## src/rtl/piso_pkg.sv

```systemverilog
// Shared definitions for the parallel-in/serial-out transmit controller.
package piso_pkg;

  localparam int DATA_W_DEF = 8;

  typedef enum logic [1:0] {
    ST_IDLE  = 2'd0,
    ST_SHIFT = 2'd1,
    ST_DONE  = 2'd2
  } state_t;

endpackage

```

## src/rtl/shift_reg_ser.sv

```systemverilog
// Load/shift register feeding one serial bit; 0 fills in behind the outgoing bit.
module shift_reg_ser #(
  parameter int DATA_W    = 8,
  parameter int MSB_FIRST = 1
) (
  input  logic              i_clk,
  input  logic              i_rst_n,
  input  logic              i_clear,
  input  logic              i_load,
  input  logic              i_shift,
  input  logic [DATA_W-1:0] i_data,
  output logic              o_ser_bit
);

  logic [DATA_W-1:0] r_sr;

  // Clear outranks load, which outranks shift, so a cancel always wins.
  always_ff @(posedge i_clk or negedge i_rst_n) begin
    if (!i_rst_n) begin
      r_sr <= '0;
    end else if (i_clear) begin
      r_sr <= '0;
    end else if (i_load) begin
      r_sr <= i_data;
    end else if (i_shift) begin
      if (MSB_FIRST != 0) r_sr <= {r_sr[DATA_W-2:0], 1'b0};
      else                r_sr <= {1'b0, r_sr[DATA_W-1:1]};
    end
  end

  assign o_ser_bit = (MSB_FIRST != 0) ? r_sr[DATA_W-1] : r_sr[0];

endmodule

```

## src/rtl/piso_tx_ctrl.sv

```systemverilog
// Frame controller: accepts a parallel word in IDLE, shifts it out one bit per
// tick, pulses done for one cycle after the last bit.
module piso_tx_ctrl
  import piso_pkg::*;
#(
  parameter int DATA_W    = DATA_W_DEF,
  parameter int MSB_FIRST = 1
) (
  input  logic              clk,
  input  logic              rst,
  input  logic              in_valid,
  input  logic [DATA_W-1:0] in_data,
  output logic              in_ready,
  input  logic              tick,
  input  logic              abort,
  output logic              ser_out,
  output logic              ser_valid,
  output logic              busy,
  output logic              done
);

  localparam int CNT_W = $clog2(DATA_W);
  localparam logic [CNT_W-1:0] LAST_CNT = CNT_W'(DATA_W - 1);

  state_t           r_state;
  logic [CNT_W-1:0] r_cnt;
  logic             r_busy;
  logic             r_done;

  logic w_load;
  logic w_shift;
  logic w_ser_bit;

  assign w_load  = (r_state == ST_IDLE)  && in_valid && !abort;
  assign w_shift = (r_state == ST_SHIFT) && tick && !abort;

  always_ff @(posedge clk or negedge rst) begin
    if (!rst) begin
      r_state <= ST_IDLE;
      r_cnt   <= '0;
      r_busy  <= 1'b0;
      r_done  <= 1'b0;
    end else begin
      r_done <= 1'b0;
      if (abort) begin
        r_state <= ST_IDLE;
        r_cnt   <= '0;
        r_busy  <= 1'b0;
      end else begin
        case (r_state)
          ST_IDLE: begin
            if (in_valid) begin
              r_state <= ST_SHIFT;
              r_cnt   <= '0;
              r_busy  <= 1'b1;
            end
          end
          ST_SHIFT: begin
            if (tick) begin
              r_cnt <= r_cnt + CNT_W'(1);
              if (r_cnt == LAST_CNT) begin
                r_state <= ST_DONE;
                r_busy  <= 1'b0;
                r_done  <= 1'b1;
              end
            end
          end
          ST_DONE: begin
            r_state <= ST_IDLE;
          end
          default: begin
            r_state <= ST_IDLE;
            r_busy  <= 1'b0;
          end
        endcase
      end
    end
  end

  shift_reg_ser #(
    .DATA_W    (DATA_W),
    .MSB_FIRST (MSB_FIRST)
  ) u_shift_reg_ser (
    .i_clk     (clk),
    .i_rst_n   (rst),
    .i_clear   (abort),
    .i_load    (w_load),
    .i_shift   (w_shift),
    .i_data    (in_data),
    .o_ser_bit (w_ser_bit)
  );

  // The register is already empty outside SHIFT; gating keeps the line quiet regardless.
  assign ser_out   = w_ser_bit && (r_state == ST_SHIFT);
  assign ser_valid = w_shift;
  assign in_ready  = (r_state == ST_IDLE);
  assign busy      = r_busy;
  assign done      = r_done;

endmodule

```

## config.mk

```make
export PLATFORM = sky130hd
export DESIGN_NAME = piso_tx_ctrl
export DESIGN_NICKNAME = d
export VERILOG_FILES = /design/src/rtl/piso_pkg.sv /design/src/rtl/shift_reg_ser.sv /design/src/rtl/piso_tx_ctrl.sv
export SDC_FILE = /design/constraint.sdc
export NUM_CORES = 1
export LEC_CHECK = 0
export CAP_MARGIN = 20
export CORE_UTILIZATION = 35
export CTS_BUF_LIST = sky130_fd_sc_hd__clkbuf_16
export CTS_CLUSTER_SIZE = 8
export DETAILED_ROUTE_END_ITERATION = 7
export SETUP_SLACK_MARGIN = 0.05
export SLEW_MARGIN = 10
export SYNTH_ARGS = -nofsm -noshare
export SYNTH_HDL_FRONTEND = slang
export SYNTH_SLANG_ARGS = --single-unit
```

## constraint.sdc

```tcl
create_clock -name clk -period 1.6 [get_ports clk]
set_input_delay 0.32 -clock clk [delete_from_list [all_inputs] [get_ports clk]]
set_output_delay 0.32 -clock clk [all_outputs]
set_load 0.01 [all_outputs]
```

# ---- After elaboration in Yosys (flattened, before gate mapping)
# Cells that the tools add are included.
dict set report totals {
  register_bits 15
  input_bits 13
  output_inout_bits 5
  elab_cells 46
}
dict set report classes {
  addsub 1
  n_eq_ne 7
  n_mux 21
  reduce_logical 12
}
# cell n
set ops {}
lappend ops {{two-way mux 8 bit} 3}
lappend ops {{two-way mux 3 bit} 3}
lappend ops {{two-way mux 1 bit} 8}
lappend ops {{two-way mux 2 bit} 4}
lappend ops {{!= test 3 bit (second input constant)} 2}
lappend ops {{one-hot mux 3 bit (2 select lines)} 1}
lappend ops {{AND reduction 3 bit} 2}
lappend ops {{nonzero test 3 bit} 2}
lappend ops {{logical AND 1 bit} 5}
lappend ops {{one-hot mux 2 bit (2 select lines)} 1}
lappend ops {{AND reduction 4 bit} 1}
lappend ops {{adder 3 x 1 -> 3 bit (second input constant)} 1}
lappend ops {{equality test 3 bit (second input constant)} 1}
lappend ops {{!= test 3 x 2 -> 1 bit (second input constant)} 1}
lappend ops {{one-hot mux 1 bit (3 select lines)} 1}
lappend ops {{equality test 2 x 1 -> 1 bit (second input constant)} 1}
lappend ops {{equality test 2 bit (second input constant)} 1}
lappend ops {{logical NOT 2 bit} 1}
lappend ops {{!= test 2 bit (second input constant)} 1}
lappend ops {{logical NOT 1 bit} 1}

# ---- Depth between registers and ports, before layout
# Gate-level depths: netlist of the first run.
dict set report depth {
  ltp_word 6
  ltp_mapped 5
  depth_no_buf 5
}

# ---- Modules after synthesis
# Synthesis of the first run repeated with hierarchy kept, for this count alone.
dict set report unflattened {
  hier_cells 65
  hier_area_um2 759.5
}
# mod instances cells_each area_each_um2 seq_area_each_um2
set by_module_without_submodules {}
lappend by_module_without_submodules {shift_reg_ser 1 35 409.1 200.2}
lappend by_module_without_submodules {piso_tx_ctrl 1 30 350.3 175.2}

# ---- Worst setup path after synthesis of the first run
# OpenSTA, ideal clock, no wires.
dict set report synth_path {
  path_kind {flip-flop to output port}
  start {reg r_state[1]}
  end {out ser_valid}
  t_arrival_ns 0.989
  t_required_ns 1.280
  slack_ns 0.291
  stages_incl_launch_ff 4
  path_buffers 2
  path_cell_list {dfrtp_1 buf_6 nor4bb_4 buf_6}
}
dict set report synth_via {
  elab_chain_cells 3
}
# element line
set synth_rtl {}
lappend synth_rtl {{from (decl)} piso_tx_ctrl.sv:25} ;# state_t r_state;
lappend synth_rtl {{from (signal assigned)} piso_tx_ctrl.sv:39} ;# r_state <= ST_IDLE;
lappend synth_rtl {{from (signal assigned)} piso_tx_ctrl.sv:46} ;# r_state <= ST_IDLE;
lappend synth_rtl {{from (signal assigned)} piso_tx_ctrl.sv:53} ;# r_state <= ST_SHIFT;
lappend synth_rtl {{equality test 2 x 1 -> 1 bit} piso_tx_ctrl.sv:35} ;# assign w_shift = (r_state == ST_SHIFT) && tick && !abort;
lappend synth_rtl {{logical AND 1 bit (2 in series)} piso_tx_ctrl.sv:35}
lappend synth_rtl {{to (decl)} piso_tx_ctrl.sv:17} ;# output logic ser_valid,
# No other way between the ends.

# ---- Final worst setup path of the first run
# Ends and elaborated chain as after synthesis.

==> metrics.md, run 1 <==
| Metric | Value |
|---|---|
| Residual DRC count | `0` |
| CORE AREA | `~2000 sq um` |
| Area grow syn2layout | `40.99%` |
| CTS tree | `done` |
| Total CTS buffers | `3` |
| Routed WL | `between 1 and 1.5 mm` |
| Levels on crit path | `2` |
| WL per Instance | `roughly 12 um` |
| Fin Setup TNS | `0 ns` |
| Pwr/cell area | `950.9 nW/um^2` |
| Most common cell in the netlist | `dfrtp_1` |
| Final hold viol count | `0` |
| Nets | `about 110` |
| Antenna Violating Nets Remaining | `0` |
| Period Utilization, post-route | `just over 90%` |
| H-tree levels | `1` |
| Clk buf depth | `2` |
| Synth area leader | `dfrtp_1` |
| Worst Path Arrival | `~1.2 ns` |
| Worst setup EP type | `primary output` |
| Buf/Inv on CP | `1` |
| Peak Freq | `slightly below 700 MHz` |
| Vias/cell | `between 4 and 5` |
| FP Rows | `16` |
| Layout cells sized above 1 | `about 26%` |
| R2R cell count | `5` |
| Vias in the first global route | `608` |
| CP required | `1.28 ns` |
| Outcome | `complete, no violations` |
| Crit-path cells | `nor4bb_4, buf_2` |
| Die height | `slightly below 50 um` |
| Vias | `582` |
| Pins Over Slew Limit | `0` |
| Ys flop type | `dfrtp_1` |
| Input/output buffers | `17` |
| Mean area per synthesized cell | `~11 sq um` |
| Antenna violations before repair | `0` |
| Clk sinks | `15` |
| Grt total ovfl | `0` |
| Synth Register Bits | `15` |
| Worst slew margin | `between 80% and 90%` |
| Largest vdd supply drop | `about 0.00054 V` |
| Worst-Skew Late Latency | `between 0.2 and 0.25 ns` |
| RSZ-0062 raised after global routing | `false` |
| Share of flip-flops with an asynchronous set or reset | `100.0%` |
| Max cap viols | `0` |
| I/O pins | `18` |
| Largest cells by area after synthesis | `dfrtp_1, a22oi_1, inv_1` |
| Sequential cell area fraction in the yosys report | `around half` |
| Crit Path Category | `flop to primary output` |
| Hold slack | `0.4032 ns` |
| Period minus WS final | `1.477 ns` |
| Tot Pwr | `roughly 1.0 mW` |
| Die X | `between 40 and 50 um` |
| Critical path's top delay family | `flip-flops` |
| Initial Utilization | `a little under two fifths` |
| Worst-path clk slew | `approximately 0.05 ns` |
| Unique masters post-synth | `24` |
| CP max stage delay | `between 0.4 and 0.5 ns` |
| Synthesized Nets | `85` |
| EDFF count, synth | `0` |
| Post-CTS setup buffer count | `0` |
| First-pass GRT wire length | `2.622 mm` |
| Synth Cell Area | `about 760 sq um` |
| Synth top area share | `49.59%` |
| Post-DP HPWL | `~1.1 mm` |
| Total track usage | `14.57%` |
| GP Congestion | `roughly 0.76` |
| Die Area | `~2400 sq um` |
| Class of the worst hold path | `input port to async pin` |
| Crit-path max FO | `3` |
| Post-Syn Instances | `70` |
| Largest net degree at the start of global routing | `16` |
| Top cells by count, synth | `dfrtp_1, inv_1, a22oi_1` |
| CTS root buf | `clkbuf_16` |
| Fillers | `approximately 200` |
| Initial drt markers | `7` |
| P_leak | `approximately 0.48 nW` |
| Yosys warnings | `0` |
| N_diodes | `0` |
| Setup-failing EPs final | `0` |
| Clk_skew | `between 0.002 and 0.003 ns` |
| Startpoint types | `flop` |
| Worst slew pin tran | `~0.26 ns` |
| Drt pass-1 iters | `2` |
| Crit-path slowest cell | `dfrtp_1` |
per-stage QoR:
step                setup WS (ns)  area [sq um]  utilization (%)  std cells
floorplan                  0.2911         757.0                -         70
global placement          -0.4769          1001            50.00        120
detailed placement        -0.4812          1001            50.00        120
CTS                       0.09544          1067            53.31        124
global route              0.05409          1067            53.31        124
finish                     0.1229          1067            53.31        124
state kept, by name, summed over array words and instances (netlist names):
| signal | cells |
|---|---|
| busy | 1 |
| done | 1 |
| r_cnt | 3 |
| r_state | 2 |
| u_shift_reg_ser.r_sr | 8 |
cells by family (layout without fill, tap and decap cells):
group / count (synthesis) / after routing / synth area share [%]
AO/OA/AOI/OAI: 22 / 22 / 20.00
buffers and inverters: 15 / 42 / 10.08
adder cells (fa/ha/maj): 2 / 2 / 3.305
multiplexers: 1 / 1 / 1.322
flip-flops: 15 / 15 / 49.59
AND/OR/NAND/NOR: 15 / 15 / 15.70
worst reg2reg max path, stage by stage, from the launching register on:
cell and delay (ns):
dfrtp_1 0.37, buf_4 0.17, mux2i_1 0.22, o21bai_2 0.09, buf_4 0.16, o21ai_0 0.16
power by group:
group / switching [mW] / internal [mW] / total (mW)
sequential: 0.0105 / 0.398 / 0.409
clock: 0.148 / 0.333 / 0.481
combinational: 0.0554 / 0.0696 / 0.125
total: 0.214 / 0.801 / 1.01
per-layer routing:
layer / routed length, um / track usage [%] / vias up / part of all wire, %
met2: 706 / 24.41 / 12 / 49
met1: 688 / 18.44 / 280 / 48
met4: 0 / 5.882 / 0 / 0
met5: 0 / 0 / - / 0
li1: - / - / 290 / -
met3: 45 / 2.830 / 0 / 3.1
cells in the final DEF, fill, tap and decap left out:
| master | count |
|---|---|
| mux2i_1 | 1 |
| nor4bb_4 | 1 |
| clkdlybuf4s50_1 | 12 |
| dlygate4sd2_1 | 3 |
| ha_1 | 2 |
| and2b_1 | 1 |
| nand3_1 | 1 |
| buf_2 | 2 |
| o21ai_2 | 4 |
| a21oi_1 | 1 |
| nor2_1 | 1 |
| o21ai_0 | 5 |
| nand3b_1 | 1 |
| dfrtp_1 | 15 |
| nor4b_4 | 1 |
| o21bai_1 | 1 |
| buf_4 | 10 |
| nand2_1 | 5 |
| nor3b_1 | 1 |
| and2_2 | 2 |
| o21ai_1 | 3 |
| inv_1 | 11 |
| o21bai_2 | 1 |
| clkbuf_16 | 3 |
| clkinv_2 | 1 |
| a22oi_1 | 7 |
| nor3_1 | 1 |
area by class of cell:
class	count	area (sq um)	area share, %
clock inverter	1	5.005	0.4689
multi-input combinational	40	305.3	28.61
tap	27	33.78	3.165
timing repair buffer	27	231.5	21.69
inverter	11	41.29	3.869
sequential	15	375.4	35.17
clock buffer	3	75.07	7.034
final timing paths:
kind	startpoint	endpoint	slack, ns
min in group clk	u_shift_reg_ser.r_sr[1]	u_shift_reg_ser.r_sr[2]	0.51
setup / recovery	r_state[1]	ser_valid	0.12
setup reg to reg	r_state[0]	r_cnt[2]	0.35
max in group asynchronous	rst	u_shift_reg_ser.r_sr[7]	1.02
hold / removal	rst	busy	0.40
hold reg to reg	u_shift_reg_ser.r_sr[1]	u_shift_reg_ser.r_sr[2]	0.51
what timing repair did:
item,4_1_cts,5_1_grt
endpoints found under the setup margin,3,0
resized for setup,11,0
hold buffers,0,0
Power figures use the tool's default switching activity.
==> inputs of run 2 (changes only) <==
--- a/config.mk
+++ b/config.mk
@@ -11,6 +11,7 @@
 export CTS_CLUSTER_SIZE = 8
 export DETAILED_ROUTE_END_ITERATION = 7
 export SETUP_SLACK_MARGIN = 0.05
+export SKIP_CTS_REPAIR_TIMING = 1
 export SLEW_MARGIN = 10
 export SYNTH_ARGS = -nofsm -noshare
 export SYNTH_HDL_FRONTEND = slang
==> constraint.sdc (replaced) <==
create_clock -name clk -period 1.2 [get_ports clk]
set_input_delay 0.24 -clock clk [delete_from_list [all_inputs] [get_ports clk]]
set_output_delay 0.24 -clock clk [all_outputs]
set_load 0.01 [all_outputs]
==> run 2 against run 1 <==
Compared with the run above:
- the flow now finishes with violations (negative setup slack)
- clock power is 33% higher
- sequential share of layout area decreased by 6.2 points
- critical path depth did not move
- total power is 40% higher
- cell count grew 4.8%
- global-route usage up 0.45 points
- design area rose by 22%
- register-to-register slack lost 0.45 ns
- utilization grew 12 points
- critical endpoint unchanged
- largest cell class is now multi-input combinational cells
- highest routed layer is now met4
==> metrics.md, run 2 (same netlist as run 1, synthesis figures left out) <==
| Metric | Value |
|---|---|
| CORE AREA | `2002 sq um (unchanged)` |
| Crit-path cells | `nor4bb_4, buf_2 (unchanged)` |
| CTS root buf | `clkbuf_16 (unchanged)` |
| Worst slew pin tran | `0.2619 ns (was 0.2581 ns)` |
| Routed WL | `1.623 mm (was 1.441 mm)` |
| Vias/cell | `4.762 (was 4.694)` |
| GP Congestion | `0.7205 (was 0.7571)` |
| Period Utilization, post-route | `120.4%` |
| N_diodes | `0 (unchanged)` |
| Layout cells sized above 1 | `52.43% (was 25.77%)` |
| Peak Freq | `691.9 MHz` |
| Hold slack | `0.3162 ns (was 0.4032 ns)` |
| Final hold viol count | `0 (unchanged)` |
| Tot Pwr | `1.423 mW (was 1.015 mW)` |
| Largest vdd supply drop | `0.001263 V (was 0.0005388 V)` |
| Worst Path Arrival | `1.21 ns (was 1.16 ns)` |
| Worst-Skew Late Latency | `0.24 ns (about the same)` |
| Multi-input gate area | `426.7 sq um (was 305.3 sq um)` |
| Max cap viols | `0 (unchanged)` |
| Crit-path slowest cell | `dfrtp_2 (was dfrtp_1)` |
| Area grow syn2layout | `71.90% (was 40.99%)` |
| Post-DP HPWL | `1.004 mm (was 1.105 mm)` |
| Startpoint types | `flop (unchanged)` |
| Fillers | `165 (was 199)` |
| Largest net degree at the start of global routing | `16 (unchanged)` |
| Clk_skew | `0.003203 ns (was 0.002967 ns)` |
| Crit Path Category | `flop to primary output (unchanged)` |
| Initial Utilization | `37.81% (unchanged)` |
| Clk sinks | `15 (unchanged)` |
| Worst slew margin | `82.51% (was 82.77%)` |
| Final WS setup | `-0.2453 ns (was 0.1229 ns)` |
| CP max stage delay | `0.45 ns (was 0.41 ns)` |
| Vias in the first global route | `582 (was 608)` |
| CTS tree | `done (unchanged)` |
| CP required | `0.96 ns (was 1.28 ns)` |
| Most frequent cells in the layout | `dfrtp_1, inv_1, clkdlybuf4s50_1 (was dfrtp_1, clkdlybuf4s50_1, inv_1)` |
| Power share of the clock group | `45.1% (was 47.4%)` |
| Drt pass-1 iters | `1 (was 2)` |
| Die Area | `2353 sq um (unchanged)` |
| Input/output buffers | `17 (unchanged)` |
| Period minus WS final | `between 1 and 1.5 ns` |
| Worst-path clk slew | `0.05 ns (about the same)` |
| Largest Register | `u_shift_reg_ser.r_sr (unchanged)` |
| Initial drt markers | `0 (was 7)` |
| Int Power | `1.107 mW (was 801.3 uW)` |
| Setup-failing EPs final | `16 (was 0)` |
| WL per Instance | `12.48 um (was 11.62 um)` |
| Pwr/cell area | `1093 nW/um^2 (was 950.9 nW/um^2)` |
| Clk buf depth | `2 (unchanged)` |
| FP Rows | `16 (unchanged)` |
| I/O pins | `18 (unchanged)` |
| Die X | `48.51 um (unchanged)` |
| Residual DRC count | `0 (unchanged)` |
| Max reg flops | `8 (unchanged)` |
| H-tree levels | `1 (unchanged)` |
| Top flop regs | `u_shift_reg_ser.r_sr: 8 flops, r_cnt: 3 flops, r_state: 2 flops (unchanged)` |
| Crit-path max FO | `4 (was 3)` |
| Combinational power share | `16.5% (was 12.3%)` |
| Final Util | `65.00% (was 53.31%)` |
| Nets | `119 (was 113)` |
| Commonest non-fill, non-tap cell in the layout | `dfrtp_1 (unchanged)` |
| Register area | `376.6 sq um (was 375.4 sq um)` |
| Outcome | `finished with violations (was complete, no violations)` |
| NetSw | `315.4 uW (was 213.5 uW)` |
| Class of the worst hold path | `input port to async pin (unchanged)` |
| Antenna violations before repair | `0 (unchanged)` |
| Worst setup EP type | `primary output (unchanged)` |
| Die height | `48.51 um (unchanged)` |
| Antenna Violating Nets Remaining | `0 (unchanged)` |
| Sw Share | `22.17% (was 21.04%)` |
| P_leak | `0.5851 nW (was 0.4789 nW)` |
| Pins Over Slew Limit | `0 (unchanged)` |
| Total track usage | `15.02% (was 14.57%)` |
| Failing checks | `negative setup slack` |
| Reg2reg setup slack | `-0.10 ns (was 0.35 ns)` |
| Total CTS buffers | `3 (unchanged)` |
| RSZ-0062 raised after global routing | `true (was false)` |
| Vias | `619 (was 582)` |
| First-pass GRT wire length | `2.622 mm (unchanged)` |
| Power share of the sequential group | `38.5% (was 40.3%)` |
| Dpl ws | `-0.6841 ns (was -0.4812 ns)` |
| Grt total ovfl | `0 (unchanged)` |
run 2: cell types whose count changed in the layout (fill, tap and decap cells not counted), moves of 2 or more:
cell             before  now
a22oi_1               7    0
a22oi_2               0    7
and2_2                2    0
and2_4                0    2
buf_6                 0    5
clkdlybuf4s50_1      12   10
dlygate4sd2_1         3    0
dlymetal6s2s_1        0    4
ha_1                  2    0
nand2_1               5    2
nand2_2               0    3
o21ai_0               5    0
o21ai_2               4    9
run 2: stage by stage:
stage          cells  cell area [sq um]  TNS [ns]
3_3_place_gp     119               1006    -6.845
4_1_cts          123               1085    -4.680
5_1_grt          130               1301    -2.397
6_report         130               1301    -1.577
3_5_place_dp     119               1006    -6.768
2_1_floorplan     70              757.0   -0.1399
run 2: path summary, 6_finish.rpt:
path	to	cells after the start	start
setup / recovery	ser_valid	2	r_state[1]
hold / removal	u_shift_reg_ser.r_sr[5]	2	rst
setup reg to reg	u_shift_reg_ser.r_sr[1]	5	r_state[1]
hold reg to reg	u_shift_reg_ser.r_sr[5]	2	u_shift_reg_ser.r_sr[4]
max in group asynchronous	r_state[1]	2	rst
min in group clk	r_state[0]	3	in_valid
run 2: critical path, delay by kind of cell, from the launching register on:
family	cells	cell delay, ns
buffers and inverters	1	0.19
flip-flops	1	0.45
AND/OR/NAND/NOR	1	0.32
run 2: layer usage:
metal	part of all wire (%)	wire, um	vias to the layer above	GRT usage, %
li1	-	-	303	-
met1	47	768	297	18.56
met2	47	757	15	23.47
met3	4.1	67	4	5.031
met4	1.8	30	0	7.353
met5	0	0	-	0
run 2: power by group through the flow:
| stage | clock [mW] | sequential, mW | combinational, mW |
|---|---|---|---|
| after global placement | 0 | 0.552 | 0.172 |
| final | 0.641 | 0.547 | 0.235 |
| after CTS | 0.655 | 0.545 | 0.176 |
| after global routing | 0.674 | 0.550 | 0.256 |
| after floorplan | 0 | 0.550 | 0.0776 |
| after detailed placement | 0 | 0.553 | 0.174 |
run 2: cell type report:
cell class | count | area share (%)
clock buffer | 3 | 5.769
multi-input combinational | 40 | 32.79
timing repair buffer | 33 | 26.44
tap | 27 | 2.596
inverter | 11 | 3.173
sequential | 15 | 28.94
clock inverter | 1 | 0.2885
